===== src/rtl/if_fetch_unit_pkg.sv =====
// ============================================================================
// if_fetch_unit_pkg : shared widths, encodings and reset constant for IF stage
// Revision: 1.0
// ============================================================================
`default_nettype none

package if_fetch_unit_pkg;

    localparam int          DEF_STALL_W  = 6;
    localparam logic        STOP         = 1'b1;
    localparam logic        NO_STOP      = 1'b0;

    localparam int          IF_TO_ID_WD  = 33;
    localparam int          BR_WD        = 33;

    // First fetched word is DEF_RESET_PC + 4 = 32'hBFC0_0000.
    localparam logic [31:0] DEF_RESET_PC = 32'hBFBF_FFFC;

    typedef enum logic [0:0] {
        PEND_IDLE = 1'b0,
        PEND_FULL = 1'b1
    } pend_state_t;

    typedef enum logic [0:0] {
        HOLD_LIVE = 1'b0,
        HOLD_HELD = 1'b1
    } hold_state_t;

endpackage

`default_nettype wire


===== src/rtl/if_fetch_unit_inst_hold_buf.sv =====
// ============================================================================
// inst_hold_buf : freezes the SRAM read word on the rising edge of the ID stall
// Revision: 1.0
// ============================================================================
`default_nettype none

module inst_hold_buf
    import if_fetch_unit_pkg::*;
(
    input  logic        clk,
    input  logic        rst,
    input  logic        stall_id,
    input  logic [31:0] rdata,
    output logic [31:0] inst
);

    hold_state_t hold_state;
    hold_state_t hold_state_nxt;
    logic [31:0] hold_inst;
    logic        stall1_d;
    logic        capture;
    logic        hold_v;

    always_ff @(posedge clk) begin
        if (rst) begin
            hold_state <= HOLD_LIVE;
            hold_inst  <= 32'b0;
            stall1_d   <= 1'b0;
        end else begin
            hold_state <= hold_state_nxt;
            stall1_d   <= stall_id;
            if (capture) begin
                hold_inst <= rdata;
            end
        end
    end

    // Capture only on the stall's rising edge: later stall cycles see stale rdata.
    always_comb begin
        hold_state_nxt = hold_state;
        capture        = 1'b0;
        case (hold_state)
            HOLD_LIVE: begin
                if (stall_id == STOP && !stall1_d) begin
                    capture        = 1'b1;
                    hold_state_nxt = HOLD_HELD;
                end
            end
            HOLD_HELD: begin
                if (stall_id == NO_STOP) begin
                    hold_state_nxt = HOLD_LIVE;
                end
            end
            default: hold_state_nxt = HOLD_LIVE;
        endcase
    end

    assign hold_v = (hold_state == HOLD_HELD);
    assign inst   = (hold_v && !rst) ? hold_inst : rdata;

endmodule

`default_nettype wire


===== src/rtl/if_fetch_unit.sv =====
// ============================================================================
// if_fetch_unit : MIPS IF stage - PC register, redirect buffer, SRAM request
// Revision: 1.0
// ============================================================================
`default_nettype none

module if_fetch_unit
    import if_fetch_unit_pkg::*;
#(
    parameter logic [31:0] RESET_PC = DEF_RESET_PC,
    parameter int          STALL_W  = DEF_STALL_W
) (
    input  logic                   clk,
    input  logic                   rst,
    input  logic [STALL_W-1:0]     stall,
    input  logic [BR_WD-1:0]       br_bus,
    input  logic [31:0]            inst_sram_rdata,
    output logic                   inst_sram_en,
    output logic [3:0]             inst_sram_wen,
    output logic [31:0]            inst_sram_addr,
    output logic [31:0]            inst_sram_wdata,
    output logic [IF_TO_ID_WD-1:0] if_to_id_bus,
    output logic [31:0]            id_inst
);

    logic        br_e;
    logic [31:0] br_addr;
    logic        pc_stop;
    logic [31:0] pc_r;
    logic        ce_r;
    logic        ce_next;
    logic [31:0] next_pc;

    pend_state_t pend_state;
    pend_state_t pend_state_nxt;
    logic [31:0] pend_addr;
    logic [31:0] pend_addr_nxt;
    logic        pend_v;

    logic        unused_stall_hi;

    assign {br_e, br_addr} = br_bus;
    assign pc_stop         = (stall[0] == STOP);
    assign unused_stall_hi = ^stall[STALL_W-1:2];

    // A live branch beats a buffered one; the buffered one beats sequential flow.
    always_comb begin
        next_pc = pc_r + 32'd4;
        if (br_e) begin
            next_pc = br_addr;
        end else if (pend_v) begin
            next_pc = pend_addr;
        end
    end

    always_ff @(posedge clk) begin
        if (rst) begin
            pc_r <= RESET_PC;
            ce_r <= 1'b0;
        end else if (!pc_stop) begin
            pc_r <= next_pc;
            ce_r <= 1'b1;
        end
    end

    always_ff @(posedge clk) begin
        if (rst) begin
            pend_state <= PEND_IDLE;
            pend_addr  <= 32'b0;
        end else begin
            pend_state <= pend_state_nxt;
            pend_addr  <= pend_addr_nxt;
        end
    end

    always_comb begin
        pend_state_nxt = pend_state;
        pend_addr_nxt  = pend_addr;
        case (pend_state)
            PEND_IDLE: begin
                if (pc_stop && br_e) begin
                    pend_state_nxt = PEND_FULL;
                    pend_addr_nxt  = br_addr;
                end
            end
            PEND_FULL: begin
                if (!pc_stop) begin
                    pend_state_nxt = PEND_IDLE;
                end else if (br_e) begin
                    pend_addr_nxt = br_addr;
                end
            end
            default: pend_state_nxt = PEND_IDLE;
        endcase
    end

    assign pend_v = (pend_state == PEND_FULL);

    assign ce_next         = ~rst;
    assign inst_sram_en    = ce_next;
    assign inst_sram_wen   = 4'b0000;
    assign inst_sram_wdata = 32'b0;
    assign inst_sram_addr  = pc_stop ? pc_r : next_pc;
    assign if_to_id_bus    = {ce_r, pc_r};

    inst_hold_buf u_hold (
        .clk      (clk),
        .rst      (rst),
        .stall_id (stall[1]),
        .rdata    (inst_sram_rdata),
        .inst     (id_inst)
    );

endmodule

`default_nettype wire

===== config.mk =====
export PLATFORM = sky130hd
export DESIGN_NAME = if_fetch_unit
export DESIGN_NICKNAME = d
export VERILOG_FILES = /design/src/rtl/if_fetch_unit_pkg.sv /design/src/rtl/if_fetch_unit_inst_hold_buf.sv /design/src/rtl/if_fetch_unit.sv
export SDC_FILE = /design/constraint.sdc
export NUM_CORES = 1
export LEC_CHECK = 0
export CORE_MARGIN = 4
export CORE_UTILIZATION = 25
export CTS_CLUSTER_SIZE = 10
export DETAILED_ROUTE_END_ITERATION = 10
export SKIP_LAST_GASP = 1
export SYNTH_ARGS = -nofsm -noshare
export SYNTH_HDL_FRONTEND = slang
export SYNTH_HIERARCHICAL = 1
export SYNTH_SLANG_ARGS = --single-unit

===== constraint.sdc =====
create_clock -name clk -period 3.49 [get_ports clk]
set_input_delay 0.349 -clock clk [delete_from_list [all_inputs] [get_ports clk]]
set_output_delay 0.349 -clock clk [all_outputs]
set_load 0.02 [all_outputs]

# Yosys cells after proc, flatten, opt, wreduce, memory -nomap -nowiden
# Cells that the tools add are included.
# W data, S select, Z words.
[classes]
n_addsub = 1
bitwise_logic = 3
shifts = 0
div_mod_pow = 0
order_cmp = 0
multipliers = 0
n_mux = 15
eq_ne = 3
n_reduce_logical = 6
[op_table]
columns = ["cell", "n"]
rows = [
  ["$mux W32", 7],
  ["$pmux W32 S2", 1],
  ["$add A32 B3 Y32 const B", 1],
  ["$ne A2 B2 Y1 const B", 3],
  ["$mux W1", 5],
  ["$pmux W1 S2", 2],
  ["$logic_and A1 B1 Y1", 3],
  ["$not A1 Y1", 3],
  ["$reduce_and A3 Y1", 1],
  ["$logic_not A1 Y1", 2],
]
[word_totals]
regBits = 100
output_inout_bits = 134
wordCells = 35
ramBits = 0
latch_bits = 0
mem_count = 0
rom_bits = 0
inputBits = 73

# Depth between registers and ports, before layout
# Gate-level depths: netlist (run 1).
[depth]
ltp_word = 4
depth_mapped = 8

# Modules after synthesis
# Netlist (run 1), hierarchy kept.
[modules_own_cells]
columns = ["mod", "instances", "cells_each", "seq_area_each_um2", "area_each_um2"]
rows = [
  ["if_fetch_unit", 1, 577, 1321.3, 4130.2],
  ["inst_hold_buf", 1, 182, 680.7, 2016.9],
]

# Worst setup path before layout (run 1)
# OpenSTA, ideal clock, no wires.
[synth_timing]
path_kind = "register to output"
from = "reg pc_r[8]"
to = "out inst_sram_addr[27]"
path_stages_with_launch = 8
arrival_ns = 2.260
path_buffers = 2
path_slack_ns = 0.881
t_required_ns = 3.141
path_cell_list = "dfxtp_1 buf_4 nand2_1 or4_1 buf_2 nor4_1 xnor2_1 o21ai_0"
[synth_between]
elab_chain_cells = 4
[synth_lines]
columns = ["element", "line", "text"]
rows = [
  ["from (decl)", "if_fetch_unit.sv:29", "logic [31:0] pc_r;"],
  ["from (signal assigned)", "if_fetch_unit.sv:61", "pc_r <= next_pc;"],
  ["$add A32 B3 Y32", "if_fetch_unit.sv:48", "next_pc = pc_r + 32'd4;"],
  ["$mux W32", "if_fetch_unit.sv:51", "end else if (pend_v) begin"],
  ["$mux W32", "if_fetch_unit.sv:49", "if (br_e) begin"],
  ["$mux W32", "-", ""],
  ["to (decl)", "if_fetch_unit.sv:20", "output logic [31:0] inst_sram_addr,"],
]
# Every way passes these cells.

# Final worst setup path (run 1)
[layout_timing]
from = "reg pc_r[2]"
to = "out inst_sram_addr[22]"
# The elaborated chain is that of the path after synthesis.

==> metrics, run 1 <==
critical path launch point type=flop; crit-path cells=ha_1 -> nand3_1 -> nor2_1 -> a311oi_1 -> nor3_1 -> clkdlybuf4s50_1; VDD IR max=roughly 0.23 mV; Detailed Place HPWL=around 14,000 um; setup TNS=0 ns; CP Data Required Time=3.14 ns; row count=57; initial antenna violation count=0; CTS Sinks=100; chip width=between 150 and 200 um; switching power of the nets=about 1.1 mW; IO Port Bufs=166; H-Tree Depth=3; Worst R2R End=pc_r[29]; crit path DAT=2.94 ns; Clock power frac=31.8%; Max FO, Critical Path=7; Synth Area per Inst=8.10 um2; Crit Path Category=flop to output pin; number of DRC markers in iteration 0=337; final period utilization=94.2%; final hold vios=0; sequential area share after synthesis=approximately 33%; reg-to-reg slack, setup=1.26 ns; ant diodes=0; total grt overflow=0; Initial Utilization=around 25%; total power divided by cell area=401 mW/mm2; switching fraction of total power=32.6%; Post-Syn Area=0.00615 mm2; Area after DPL=0.00802 mm2; vias in the first global route=5,387; DRT Pass-1 Iters=5; largest net degree at the start of global routing=about 120; Design Area, Final=0.00834 mm2; Post-synth EDFFs=0; status=finished, final reports clean; via/cell ratio=4.67; clock buffer depth=2; WHS Path Cells=2; Leak=3.23 nW; number of routed nets with antenna violations=0; Synth Register Bits=100; Hold Crit Start=pend_addr[2]; die area=0.0272 mm2; Yosys cell types=61; total internal power=2.25 mW; Final setup viols=0; CTS Root Cell=clkbuf_16; Synth async-reset ratio=0%; cts hold-fix bufs=0; path depth of the worst reg2reg path=5; first-pass GRT wire length=approximately 30,000 um; drt drc=0; Total GRT Usage=14.2%; CTS tree=yes; highest cell delay on the worst timing path=0.69 ns; Layout Skew=0.0102 ns; Cells after Synth=about 760; Critical Path End Type=output pin; CP max-delay cell=clkdlybuf4s50_1; layout cell share with drive strength beyond 1=11.0%; Slew Limit Headroom=a little over a quarter; Worst R2R Start=pc_r[13]; register share of total power=38.3%; Comb pwr share=29.9%; wire per inst=16.1 um; area grow syn2layout=35.6%; Max-Cap Viols=0; minimum clock period=3.29 ns; Syn. warnings=6; Skew-Pair Late Insertion Delay=between 0.3 and 0.4 ns; Slew @ Worst Pin=1.09 ns; Clock transition at path regs=0.08 ns; final wirelength=19,900 um; I/O pins=just over 200; DIE HEIGHT=approximately 160 um; clock buffer count from CTS=9; fmax=304 MHz; vias=a little under 6,000; Hold Path Sink=pend_addr[2]; Synth Flop Type=dfxtp_1; core box area=0.0242 mm2; layout net count=just under 1,000; Hold Path Class=flop to flop; RSZ-0062 raised after global routing=no; routability cong.=0.808; Max Slew Vio Count=0
-- how the worst max path moves through the flow --
stage / startpoint / end / slack, ns / depth (start not counted)
2_1_floorplan: pc_r[8] / inst_sram_addr[27] / 0.88 / 7
4_1_cts: pc_r[14] / inst_sram_addr[28] / 0.006 / 5
3_5_place_dp: pc_r[13] / inst_sram_addr[28] / 0.41 / 5
6_report: pc_r[2] / inst_sram_addr[22] / 0.20 / 6
5_1_grt: pc_r[10] / inst_sram_addr[27] / 0.06 / 6
3_3_place_gp: pc_r[13] / inst_sram_addr[28] / 0.43 / 5
-- cell usage after synthesis, types with 6 or more instances --
library cell	n	share of area (%)
and3_1	6	0.61
or2_2	11	1.1
mux2i_1	35	5.7
buf_6	7	1.3
dfxtp_1	100	33
buf_4	38	4.6
o21ai_0	31	2.5
nand2b_1	77	7.8
nand3_1	15	1.2
nor4_1	8	0.81
buf_1	8	0.49
a31oi_1	7	0.71
nand2_1	107	6.5
o211ai_1	11	1.3
inv_1	11	0.67
a211oi_1	6	0.73
nor2b_1	7	0.71
a21oi_1	67	5.5
clkbuf_1	38	2.3
mux2_4	30	7.3
nor3_1	8	0.65
nand4_1	12	1.2
and2_1	9	0.92
or4_1	6	0.73
nor2_1	28	1.7
-- cells by family (layout without fill, tap and decap cells) --
logic type | after synthesis | after routing | share of synthesized area (%)
AOI/OAI and AO/OA | 169 | 169 | 17.1
xor gates and xnor gates | 6 | 6 | 0.855
adders and majority gates | 1 | 1 | 0.204
buffers and inverters | 106 | 222 | 9.71
DFF | 100 | 100 | 32.6
muxes | 67 | 67 | 13.4
other | 1 | 36 | 0.0610
and+or+nand+nor | 309 | 309 | 26.1
-- state kept, by name (all words and copies together) (netlist names) --
signal,count
u_hold/hold_state,1
u_hold/hold_inst,32
ce_r,1
pend_addr,32
pend_state,1
pc_r,32
u_hold/stall1_d,1
-- through the flow --
step | utilization [%] | power (mW) | worst slack [ns] | hold slack (ns) | instances
4_1_cts | 34.3 | 3.39 | 0.00601 | 0.457 | 1234
6_report | 34.4 | 3.34 | 0.204 | 0.454 | 1234
3_5_place_dp | 33.1 | 2.31 | 0.406 | 0.446 | 1218
2_1_floorplan | - | 1.90 | 0.881 | 0.420 | 794
3_3_place_gp | 33.1 | 2.30 | 0.432 | 0.442 | 1218
5_1_grt | 34.4 | 3.52 | 0.0615 | 0.473 | 1234
-- placed cells by master (no fill, tap or decap), types with 6 or more instances in the layout --
| cell type | n |
|---|---|
| clkdlybuf4s50_1 | 162 |
| nand2_1 | 107 |
| dfxtp_1 | 100 |
| nand2b_1 | 76 |
| a21oi_1 | 67 |
| conb_1 | 36 |
| mux2i_1 | 35 |
| o21ai_0 | 31 |
| mux2_4 | 30 |
| nor2_1 | 28 |
| buf_4 | 26 |
| nand3_1 | 15 |
| nand4_1 | 12 |
| inv_1 | 11 |
| o211ai_1 | 11 |
| or2_2 | 11 |
| and2_1 | 9 |
| clkbuf_16 | 9 |
| nor3_1 | 8 |
| nor4_1 | 7 |
| a31oi_1 | 7 |
| nor2b_1 | 7 |
| and3_1 | 6 |
| a211oi_1 | 6 |
-- power groups by stage --
stage          clock network, mW  registers, mW  logic [mW]
6_report                    1.06           1.28        1.00
3_5_place_dp                   0           1.31        1.00
3_3_place_gp                   0           1.31       0.997
5_1_grt                     1.15           1.30        1.08
4_1_cts                     1.11           1.28        1.01
2_1_floorplan                  0           1.33       0.575
-- area by class of cell --
cell class | count | area [um2]
sequential | 100 | 2000
clock buffer | 11 | 243
inverter | 12 | 45.0
tap | 324 | 405
multi-input combinational | 588 | 3700
fill | 2554 | 15900
clock inverter | 5 | 58.8
timing repair buffer | 194 | 1880
-- repair_timing --
action                     in CTS  in global routing
setup buffers                   0                  0
setup endpoints to repair       0                  6
gates resized for setup         0                  3
-- critical path, delay by kind of cell (launching register included) --
| kind | cells | cell delay (ns) |
|---|---|---|
| adder cells (fa/ha/maj) | 1 | 0.24 |
| buffers and inverters | 1 | 0.69 |
| AND/OR/NAND/NOR | 3 | 1.01 |
| AO/OA/AOI/OAI | 1 | 0.20 |
| flip-flops | 1 | 0.44 |
-- layer usage --
| metal | share of wire [%] | vias up | global-route usage, % |
|---|---|---|---|
| met3 | 7.7 | 23 | 4.47 |
| met5 | 0 | - | 0 |
| met2 | 46 | 204 | 23.0 |
| met1 | 44 | 2666 | 18.5 |
| met4 | 1.7 | 0 | 3.67 |
| li1 | - | 2871 | - |
(Power assumes the default switching activity.)
==> inputs of run 2 (changes only) <==
Settings changed: ABC_CLOCK_PERIOD_IN_PS set to 3490.
==> results of run 2 <==
Final layout, timing and power as in run 1 (identical DEF).
==> inputs of run 3 (changes only) <==
Settings changed: SYNTH_HIERARCHICAL 1 to unset.
==> run 3 against run 2 <==
Compared with the run above:
- flip-flop and latch count did not move
- sequential share of layout area rose by 2.0 points
- synthesized cell count fell by 1.7%
- setup slack got worse by 0.063 ns
- global-route usage rose by 0.52 points
- highest routed layer is now met5
- sequential power barely moved
- largest power group unchanged
- first-iteration DRC count fell by 15%
==> metrics, run 3 <==
status=finished, final reports clean; DIE HEIGHT=between 150 and 200 um; DRT Pass-1 Iters=4; Detailed Place HPWL=13,300 um; switching fraction of total power=roughly a third; crit path DAT=3.00 ns; core box area=0.0220 mm2; Clock transition at path regs=approximately 0.070 ns; dominant cell type by area after synthesis=dfxtp_1; Post-CTS Resized=0; Pwr Total=3.20 mW; chip width=158 um; CP Data Required Time=about 3.1 ns; Syn. warnings=0; Slew Limit Headroom=35.5%; commonest cells after routing, fill and taps aside=nand2_1, clkdlybuf4s50_1, dfxtp_1; Hold Crit Start=u_hold.stall1_d; reg-to-reg slack, setup=1.23 ns; count leader, synth=nand2_1; Synth async-reset ratio=0%; critical path launch point type=flop; final hold vios=0; final period utilization=96.0%; Max Slew Vio Count=0; switching power of the nets=1.07 mW; Synth Register Bits=100; Layout Skew=0.0144 ns; register share of total power=between 40% and 50%; total grt overflow=0; Leak=2.86 nW; Compound-Gate Fraction of Synth Area=20.5%; Fillers=2,337; Post-CTS Setup Bufs=0; first-pass GRT wire length=29,000 um; leading cell type in the layout, fill and taps excluded=nand2_1; VDD IR max=~0.23 mV; Comb pwr share=30.1%; Total GRT Usage=between 10% and 20%; sequential area share after synthesis=35.4%; Critical path origin=pc_r[2]; Crit Path Category=flop to output pin; Synth Area in Adders=0.221%; total power divided by cell area=416 mW/mm2; setup TNS=0 ns; Synth Area in XOR/XNOR=less than 1%; ranking of synthesized cells by area=dfxtp_1, nand2_1, a21oi_1, mux2_2, buf_4; path depth of the worst reg2reg path=6; top flop regs=pc_r (32), pend_addr (32), u_hold.hold_inst (32); Post-synth EDFFs=0; layout cell share with drive strength beyond 1=under 10%; total internal power=2.13 mW; Synth Flop Type=dfxtp_1; Hold Path Class=flop to flop; Final setup viols=0; fin worst setup slack=roughly 0.14 ns; I/O pins=207; Max-Cap Viols=0; wire per inst=about 16 um; Worst R2R End=pc_r[16]; post-synth top area share=35.4%; Critical Path End Type=output pin; minimum clock period=3.35 ns; drt drc=0; area grow syn2layout=36.0%; Worst R2R Start=pc_r[2]; via/cell ratio=4.78; most frequent cells after synthesis=nand2_1, dfxtp_1, a21oi_1; Post-Syn Area=0.00566 mm2; CTS tree=yes; layout net count=955; Post-Synth Simple-Gate Area=26.0%; cts hold-fix bufs=0; largest family of logic cells by synthesized area=simple AND/OR/NAND/NOR gates; Hold Path Sink=u_hold.hold_state; IO Port Bufs=166; clock buffer depth=2; Initial Utilization=between 20% and 30%; final wirelength=18,900 um; die area=0.0251 mm2; clock buffer count from CTS=9; largest net degree at the start of global routing=84; Hold Slack=0.437 ns; Skew-Pair Late Insertion Delay=0.36 ns; Yosys cell types=64; H-Tree Depth=3; Cells after Synth=746; initial antenna violation count=3; row count=54; routability cong.=0.833; ant diodes=0; number of DRC markers in iteration 0=288; pre-CTS setup slack=0.528 ns; Synth Area per Inst=7.59 um2; vias=5,574; vias in the first global route=just over 5,000; CTS Sinks=100; post-synthesis mux area share=under 10%; number of routed nets with antenna violations=0; WHS Path Cells=1; Slew @ Worst Pin=0.967 ns; Max FO, Critical Path=6; fmax=299 MHz; CTS Root Cell=clkbuf_16; Clock power frac=29.8%; RSZ-0062 raised after global routing=no
run 3: cells by family after synthesis:
family,after synthesis
flip-flops,100
multiplexers,37
buffers and inverters,107
AND/OR/NAND/NOR,309
adder cells (fa/ha/maj),1
XOR/XNOR,5
other,1
AO/OA/AOI/OAI,186
run 3: worst max-delay path by stage:
stage                    endpoint  slack, ns  cells after the start
6_report       inst_sram_addr[24]       0.14                      7
3_3_place_gp   inst_sram_addr[31]       0.52                      8
5_1_grt        inst_sram_addr[24]      0.004                      7
2_1_floorplan  inst_sram_addr[28]       1.09                      7
4_1_cts        inst_sram_addr[24]       0.11                      7
3_5_place_dp   inst_sram_addr[24]       0.53                      7
run 3: cell type report:
type,instances,area (um2),area share [%]
clock buffers,12,236,3.07
clock inverters,3,22.5,0.293
well taps,280,350,4.55
flip-flops and latches,100,2000,26.0
inverters,13,48.8,0.634
repair buffers,183,1800,23.4
multi-input cells,574,3230,42.0
run 3: per-stage QoR:
step,area (um2),util [%],instances
finish,7700,35.0,1165
floorplan,5790,-,781
detailed placement,7440,33.8,1150
global placement,7440,33.8,1150
global route,7700,35.0,1165
CTS,7700,35.0,1165
run 3: power by group through the flow:
stage               clock network (mW)  registers [mW]  logic [mW]
finish                           0.956            1.28       0.964
global route                      1.04            1.29        1.04
CTS                               1.01            1.28       0.972
detailed placement                   0            1.31       0.968
global placement                     0            1.31       0.964
floorplan                            0            1.33       0.559
run 3: critical path, stage by stage (launching register included):
cell and delay [ns]:
dfxtp_1 0.44, ha_1 0.24, and4_1 0.35, and3_1 0.40, nand4_1 0.14, a221o_1 0.35
and2_1 0.19, clkdlybuf4s50_1 0.54
run 3: layer usage:
metal  track usage, %  part of all wire, %  vias up
li1                 -                    -     2798
met1             18.7                   44     2559
met2             23.6                   46      187
met3             6.20                  8.6       24
met4             3.17                  1.1        6
met5                0                 0.25        -
